<file path="src/rtl/accumulate_ctrl.sv">
// Pushbutton sequencer for the board accumulator: turns step/clear
// presses into range-checked acc_en / acc_clr strobes and counts ops.
module accumulate_ctrl_sync (
  input  logic clk,
  input  logic rst_n,
  input  logic btn_n,
  output logic level,
  output logic press
);

  logic [1:0] sync;
  logic       hist;

  // Reset to "released" so no press appears when reset lifts
  always_ff @(posedge clk or negedge rst_n) begin
    if (!rst_n) begin
      sync <= 2'b11;
      hist <= 1'b1;
    end else begin
      sync <= {sync[0], btn_n};
      hist <= sync[1];
    end
  end

  assign level = sync[1];
  assign press = ~sync[1] & hist;

endmodule

module accumulate_ctrl #(
  parameter int WIDTH     = 8,
  parameter int ACC_WIDTH = 10,
  parameter int MAX_OPS   = 8
) (
  input  logic                 Clock,
  input  logic                 Resetn,
  input  logic                 step_n,
  input  logic                 clear_n,
  input  logic                 sub,
  input  logic [WIDTH-1:0]     data,
  input  logic [ACC_WIDTH-1:0] acc_q,
  output logic [WIDTH-1:0]     operand,
  output logic                 acc_en,
  output logic                 acc_sub,
  output logic                 acc_clr,
  output logic [3:0]           op_count,
  output logic                 ovf,
  output logic                 done,
  output logic                 busy
);

  typedef enum logic [2:0] {
    IDLE,
    CHECK,
    APPLY,
    CLEAR,
    WAIT_REL,
    HALT
  } state_t;

  state_t state;

  logic step_lvl;
  logic step_press;
  logic clr_lvl;
  logic clr_press;
  logic released;
  logic pend_clr;

  logic [ACC_WIDTH-1:0] op_ext;
  logic [ACC_WIDTH:0]   sum;
  logic                 range_err;
  logic [3:0]           next_count;

  accumulate_ctrl_sync u_step (
    .clk   (Clock),
    .rst_n (Resetn),
    .btn_n (step_n),
    .level (step_lvl),
    .press (step_press)
  );

  accumulate_ctrl_sync u_clr (
    .clk   (Clock),
    .rst_n (Resetn),
    .btn_n (clear_n),
    .level (clr_lvl),
    .press (clr_press)
  );

  assign released   = step_lvl & clr_lvl;
  assign op_ext     = ACC_WIDTH'(operand);
  // Carry out of the widened sum means the add exceeds 2^ACC_WIDTH-1
  assign sum        = {1'b0, acc_q} + {1'b0, op_ext};
  assign range_err  = sub ? (op_ext > acc_q) : sum[ACC_WIDTH];
  assign next_count = op_count + 4'd1;
  assign busy       = (state != IDLE);

  always_ff @(posedge Clock or negedge Resetn) begin
    if (!Resetn) begin
      state    <= IDLE;
      operand  <= '0;
      acc_en   <= 1'b0;
      acc_sub  <= 1'b0;
      acc_clr  <= 1'b0;
      op_count <= '0;
      ovf      <= 1'b0;
      done     <= 1'b0;
      pend_clr <= 1'b0;
    end else begin
      acc_en  <= 1'b0;
      acc_clr <= 1'b0;
      unique case (state)
        IDLE: begin
          if (clr_press) begin
            state   <= CLEAR;
            acc_clr <= 1'b1;
          end else if (step_press && !done) begin
            operand <= data;
            state   <= CHECK;
          end
        end
        CHECK: begin
          acc_sub <= sub;
          if (clr_press) pend_clr <= 1'b1;
          if (range_err) begin
            ovf   <= 1'b1;
            state <= HALT;
          end else begin
            acc_en <= 1'b1;
            state  <= APPLY;
          end
        end
        APPLY: begin
          if (clr_press) pend_clr <= 1'b1;
          op_count <= next_count;
          done     <= (next_count == 4'(MAX_OPS));
          state    <= WAIT_REL;
        end
        CLEAR: begin
          op_count <= '0;
          ovf      <= 1'b0;
          done     <= 1'b0;
          pend_clr <= 1'b0;
          state    <= WAIT_REL;
        end
        WAIT_REL: begin
          if (released) begin
            if (pend_clr) begin
              acc_clr <= 1'b1;
              state   <= CLEAR;
            end else begin
              state <= IDLE;
            end
          end else if (clr_press) begin
            pend_clr <= 1'b1;
          end
        end
        HALT: begin
          if (clr_press || pend_clr) begin
            acc_clr <= 1'b1;
            state   <= CLEAR;
          end
        end
        default: state <= IDLE;
      endcase
    end
  end

endmodule
</file>
<file path="config.mk">
export PLATFORM = sky130hd
export DESIGN_NAME = accumulate_ctrl
export DESIGN_NICKNAME = d
export VERILOG_FILES = /design/src/rtl/accumulate_ctrl.sv
export SDC_FILE = /design/constraint.sdc
export NUM_CORES = 1
export LEC_CHECK = 0
export BUFFER_PORTS_ARGS = -buffer_cell sky130_fd_sc_hd__buf_2
export CAP_MARGIN = 20
export CELL_PAD_IN_SITES_DETAIL_PLACEMENT = 1
export CELL_PAD_IN_SITES_GLOBAL_PLACEMENT = 1
export CORE_ASPECT_RATIO = 2
export CORE_MARGIN = 8
export CORE_UTILIZATION = 30
export DETAILED_ROUTE_END_ITERATION = 6
export GPL_TIMING_DRIVEN = 0
export PLACE_DENSITY = 0.67
export RECOVER_POWER = 50
export SYNTH_ARGS = -nofsm -noshare
export SYNTH_HDL_FRONTEND = slang
export SYNTH_HIERARCHICAL = 1
export SYNTH_SLANG_ARGS = --single-unit
</file>
<file path="constraint.sdc">
create_clock -name Clock -period 2.9 [get_ports Clock]
set_clock_uncertainty 0.2 [all_clocks]
set_input_delay 0.725 -clock Clock [delete_from_list [all_inputs] [get_ports Clock]]
set_output_delay 0.725 -clock Clock [all_outputs]
set_load 0.02 [all_outputs]
</file>
==> flow_metrics.env <==
export IMPL_status="completed"
export IMPL_grt_pass1_wl_um=6740
export IMPL_cts_tree="done"
export IMPL_grt_util_met1_pct=10.4
export IMPL_dpl_hpwl_um=3370
export IMPL_slew_headroom_pct=2.06
export IMPL_min_to="u_clr/sync[1]"
export IMPL_p_per_area_nw_per_um2=971
export IMPL_synth_compound_area_share_pct=15.5
export IMPL_wl_um=4080
export IMPL_ys_seq_area_share_pct=43.4
export IMPL_worstMarginPinSlew_ps=1470
export IMPL_area_growth_pct=19.6
export IMPL_power_frac_seq_pct=34.4
export IMPL_postCtsResizedCells=0
export IMPL_numClockSinks=27
export IMPL_switchingPower_uw=816
export IMPL_drtIter0Drc=14
export IMPL_cts_buffers=3
export IMPL_p_leak_uw=0.000930
export IMPL_finalSetupViolCount=0
export IMPL_setup_worst_path_class="in2reg"
export IMPL_rows=37
export IMPL_antenna_found_initial=0
export IMPL_finalMaxSlewViolations=0
export IMPL_fill_cells=615
export IMPL_period_share_pct=82.1
export IMPL_numPortBuffers=40
export IMPL_post_cts_buffers=0
export IMPL_place_congestion=0.788
export IMPL_htreeDepth=1
export IMPL_vias=1268
export IMPL_clkPwrFrac_pct=11.7
export IMPL_tns_ps=0
export IMPL_min_path_type="reg2reg"
export IMPL_ys_types=39
export IMPL_layout_nets=232
export IMPL_hold_start="u_clr/sync[0]"
export IMPL_grt_pass1_vias=1424
export IMPL_synth_warnings=6
export IMPL_rsz0062_at_grt="no"
export IMPL_drv_cap=0
export IMPL_period_needed_ps=2380
export IMPL_startpoint_type="primary input"
export IMPL_wire_per_inst_um=16.4
export IMPL_crit_path_cell_trace="buf_2 > inv_1 > ha_1 > inv_2 > a2111oi_4 > o311ai_1 > a32oi_2 > o21ai_0"
export IMPL_avgSynthCellArea_um2=10.8
export IMPL_critPathCaptureType="register"
export IMPL_antenna_cells=0
export IMPL_gr_total_overflow=0
export IMPL_synth_mux_area_fraction_pct=6.44
export IMPL_synth_xor_area_share_pct=1.11
export IMPL_cts_root_buf="clkbuf_8"
export IMPL_required_ps=2850
export IMPL_rrSetupSlack_ps=670
export IMPL_reg2reg_from="operand[5]"
export IMPL_dieArea_um2=7960
export IMPL_critPathSlowestCell="ha_1"
export IMPL_grtUsageMet2_pct=20.0
export IMPL_p_int_uw=1010
export IMPL_first_pass_iters=4
export IMPL_crit_arrival_ps=2330
export IMPL_grt_max_degree=28
export IMPL_p_comb_share_pct=53.8
export IMPL_grt_use_met3_pct=2.46
export IMPL_die_x_um=67.2
export IMPL_synthAdderAreaFrac_pct=14.3
export IMPL_grt_usage_pct=10.7
export IMPL_worst_path_buf_inv=3
export IMPL_io_pins=41
export IMPL_yosys_area_share_simple_pct=14.3
export IMPL_swShare_pct=44.7
export IMPL_seqCellArea_um2=683
export IMPL_clock_latency_ps=280
export IMPL_cp_max_fo=6
export IMPL_r2r_cells=6
export IMPL_vdd_drop_max_mv=0.511
export IMPL_critical_path_top_delay_family="compound AO/OA/AOI/OAI gates"
export IMPL_grt_busiest_layer="met2"
export IMPL_cpPeakStageDelay_ps=400
export IMPL_via_per_inst=5.11
export IMPL_synth_top_family_by_area="compound AO/OA/AOI/OAI gates"
export IMPL_cts_hold_buf=0
export IMPL_multi_input_area_um2=806
export IMPL_rr_endpoint="ovf"
export IMPL_postRouteAntennaNets=0
export IMPL_core_um2=5090
export IMPL_fmax_mhz=420
export IMPL_drcViolationCount=0
export IMPL_ys_ff_latch=27
export IMPL_hold_depth=0
export IMPL_syn_inst=146
export IMPL_die_h_um=118
export IMPL_fin_total_pwr_uw=1830
export IMPL_syn_area_um2=1570
export IMPL_cts_buffer_depth=2
export IMPL_hold_viol=0
export IMPL_drive_gt1_share_pct=32.6
export IMPL_synth_nets=187
export IMPL_clk_pin_slew_ps=90
export IMPL_initial_utilization_pct=30.9
[registers in the layout, summed over array words and instances (netlist names)]
signal	count
pend_clr	1
op_count	4
u_step/hist	1
state	3
u_clr/hist	1
done	1
ovf	1
acc_clr	1
operand	8
acc_sub	1
u_step/sync	2
u_clr/sync	2
acc_en	1
[power groups by stage]
stage	Combinational [µW]	Clock (µW)	Sequential, µW
after global routing	1090	232	655
final	983	214	629
after global placement	978	0	635
after floorplan	558	0	743
after detailed placement	1000	0	641
after CTS	1000	227	634
[cell type report]
cell class / instances / share of cell area, %
sequential: 27 / 36.3
inverter: 15 / 2.99
timing repair buffer: 40 / 10.6
buffer: 4 / 1.06
tap: 58 / 3.86
clock buffer: 4 / 2.39
multi-input combinational: 100 / 42.8
[metal layers]
metal,vias up,share of wire (%)
met1,616,35
met4,0,2.8
met2,40,54
met5,-,0
met3,7,8.2
li1,605,-
[cell usage after synthesis]
| master | count | area [µm²] |
|---|---|---|
| and4_2 | 1 | 10.0 |
| o21bai_1 | 1 | 7.51 |
| dfrtp_1 | 21 | 526 |
| o21ai_0 | 10 | 50.1 |
| o21a_1 | 1 | 7.51 |
| a311oi_1 | 1 | 8.76 |
| o32ai_1 | 1 | 8.76 |
| nor3_1 | 4 | 20.0 |
| a221oi_1 | 1 | 8.76 |
| a32oi_2 | 1 | 16.3 |
| a22oi_1 | 1 | 7.51 |
| a21oi_1 | 4 | 20.0 |
| a2bb2oi_1 | 1 | 8.76 |
| ha_1 | 18 | 225 |
| o2111ai_1 | 1 | 8.76 |
| and4_1 | 1 | 8.76 |
| inv_2 | 1 | 3.75 |
| xor2_1 | 1 | 8.76 |
| a2111oi_4 | 1 | 27.5 |
| a21o_1 | 2 | 15.0 |
| nor2_1 | 3 | 11.3 |
| buf_2 | 2 | 10.0 |
| dfstp_2 | 6 | 158 |
| nand2_1 | 10 | 37.5 |
| a211oi_1 | 4 | 30.0 |
| nor2b_1 | 7 | 43.8 |
| nor4_1 | 2 | 12.5 |
| a32o_1 | 1 | 10.0 |
| and3_1 | 3 | 18.8 |
| nor2b_4 | 2 | 27.5 |
| or3_1 | 2 | 12.5 |
| nand2b_1 | 2 | 12.5 |
| xnor2_1 | 1 | 8.76 |
| nand3_1 | 2 | 10.0 |
| o311ai_1 | 1 | 8.76 |
| clkbuf_1 | 1 | 3.75 |
| inv_1 | 14 | 52.6 |
| mux2_2 | 9 | 101 |
| buf_4 | 1 | 7.51 |
[through the flow]
step / setup WS, ps / std cells / area (µm²) / hold slack (ps) / utilization (%)
3_3_place_gp: 229 / 244 / 1850 / 146 / 36.3
6_report: 518 / 248 / 1880 / 164 / 37.0
2_1_floorplan: 615 / 146 / 1570 / 145 / -
4_1_cts: 495 / 248 / 1890 / 160 / 37.1
5_1_grt: 391 / 248 / 1880 / 168 / 37.0
3_5_place_dp: 191 / 244 / 1850 / 147 / 36.3
[worst reg2reg max path: stages (launching register included)]
cell and delay (ps):
dfrtp_1 410, ha_1 420, inv_2 70, a2111oi_4 350, o311ai_1 180, a32oi_2 320
o21ai_0 150
[cell families (layout without fill, tap and decap cells)]
group,after synthesis,in the layout
AOI/OAI and AO/OA,32,32
xor gates and xnor gates,2,2
adders and majority gates,18,18
buffers and inverters,19,63
DFF,27,27
muxes,9,9
and+or+nand+nor,39,39
[placed cells by master, fill, tap and decap left out, types with 4 or more instances in the layout]
cell type and instances:
nor3_1 4, buf_2 40, a211oi_1 4, a21oi_1 4, ha_1 18, dfrtp_1 21
inv_1 14, o21ai_0 10, mux2_2 9, nand2_1 10, dfstp_2 4, nor2b_1 8
clkbuf_1 4
[worst max-delay path by stage]
stage	start	cells past startpoint	end	slack, ps
6_report	acc_q[5]	8	ovf	520
5_1_grt	acc_q[5]	8	state[2]	390
4_1_cts	acc_q[5]	8	ovf	490
3_5_place_dp	acc_q[5]	8	ovf	190
3_3_place_gp	acc_q[5]	8	state[0]	230
2_1_floorplan	acc_q[5]	7	state[2]	610
No activity file was read; power rests on OpenSTA's default activity.
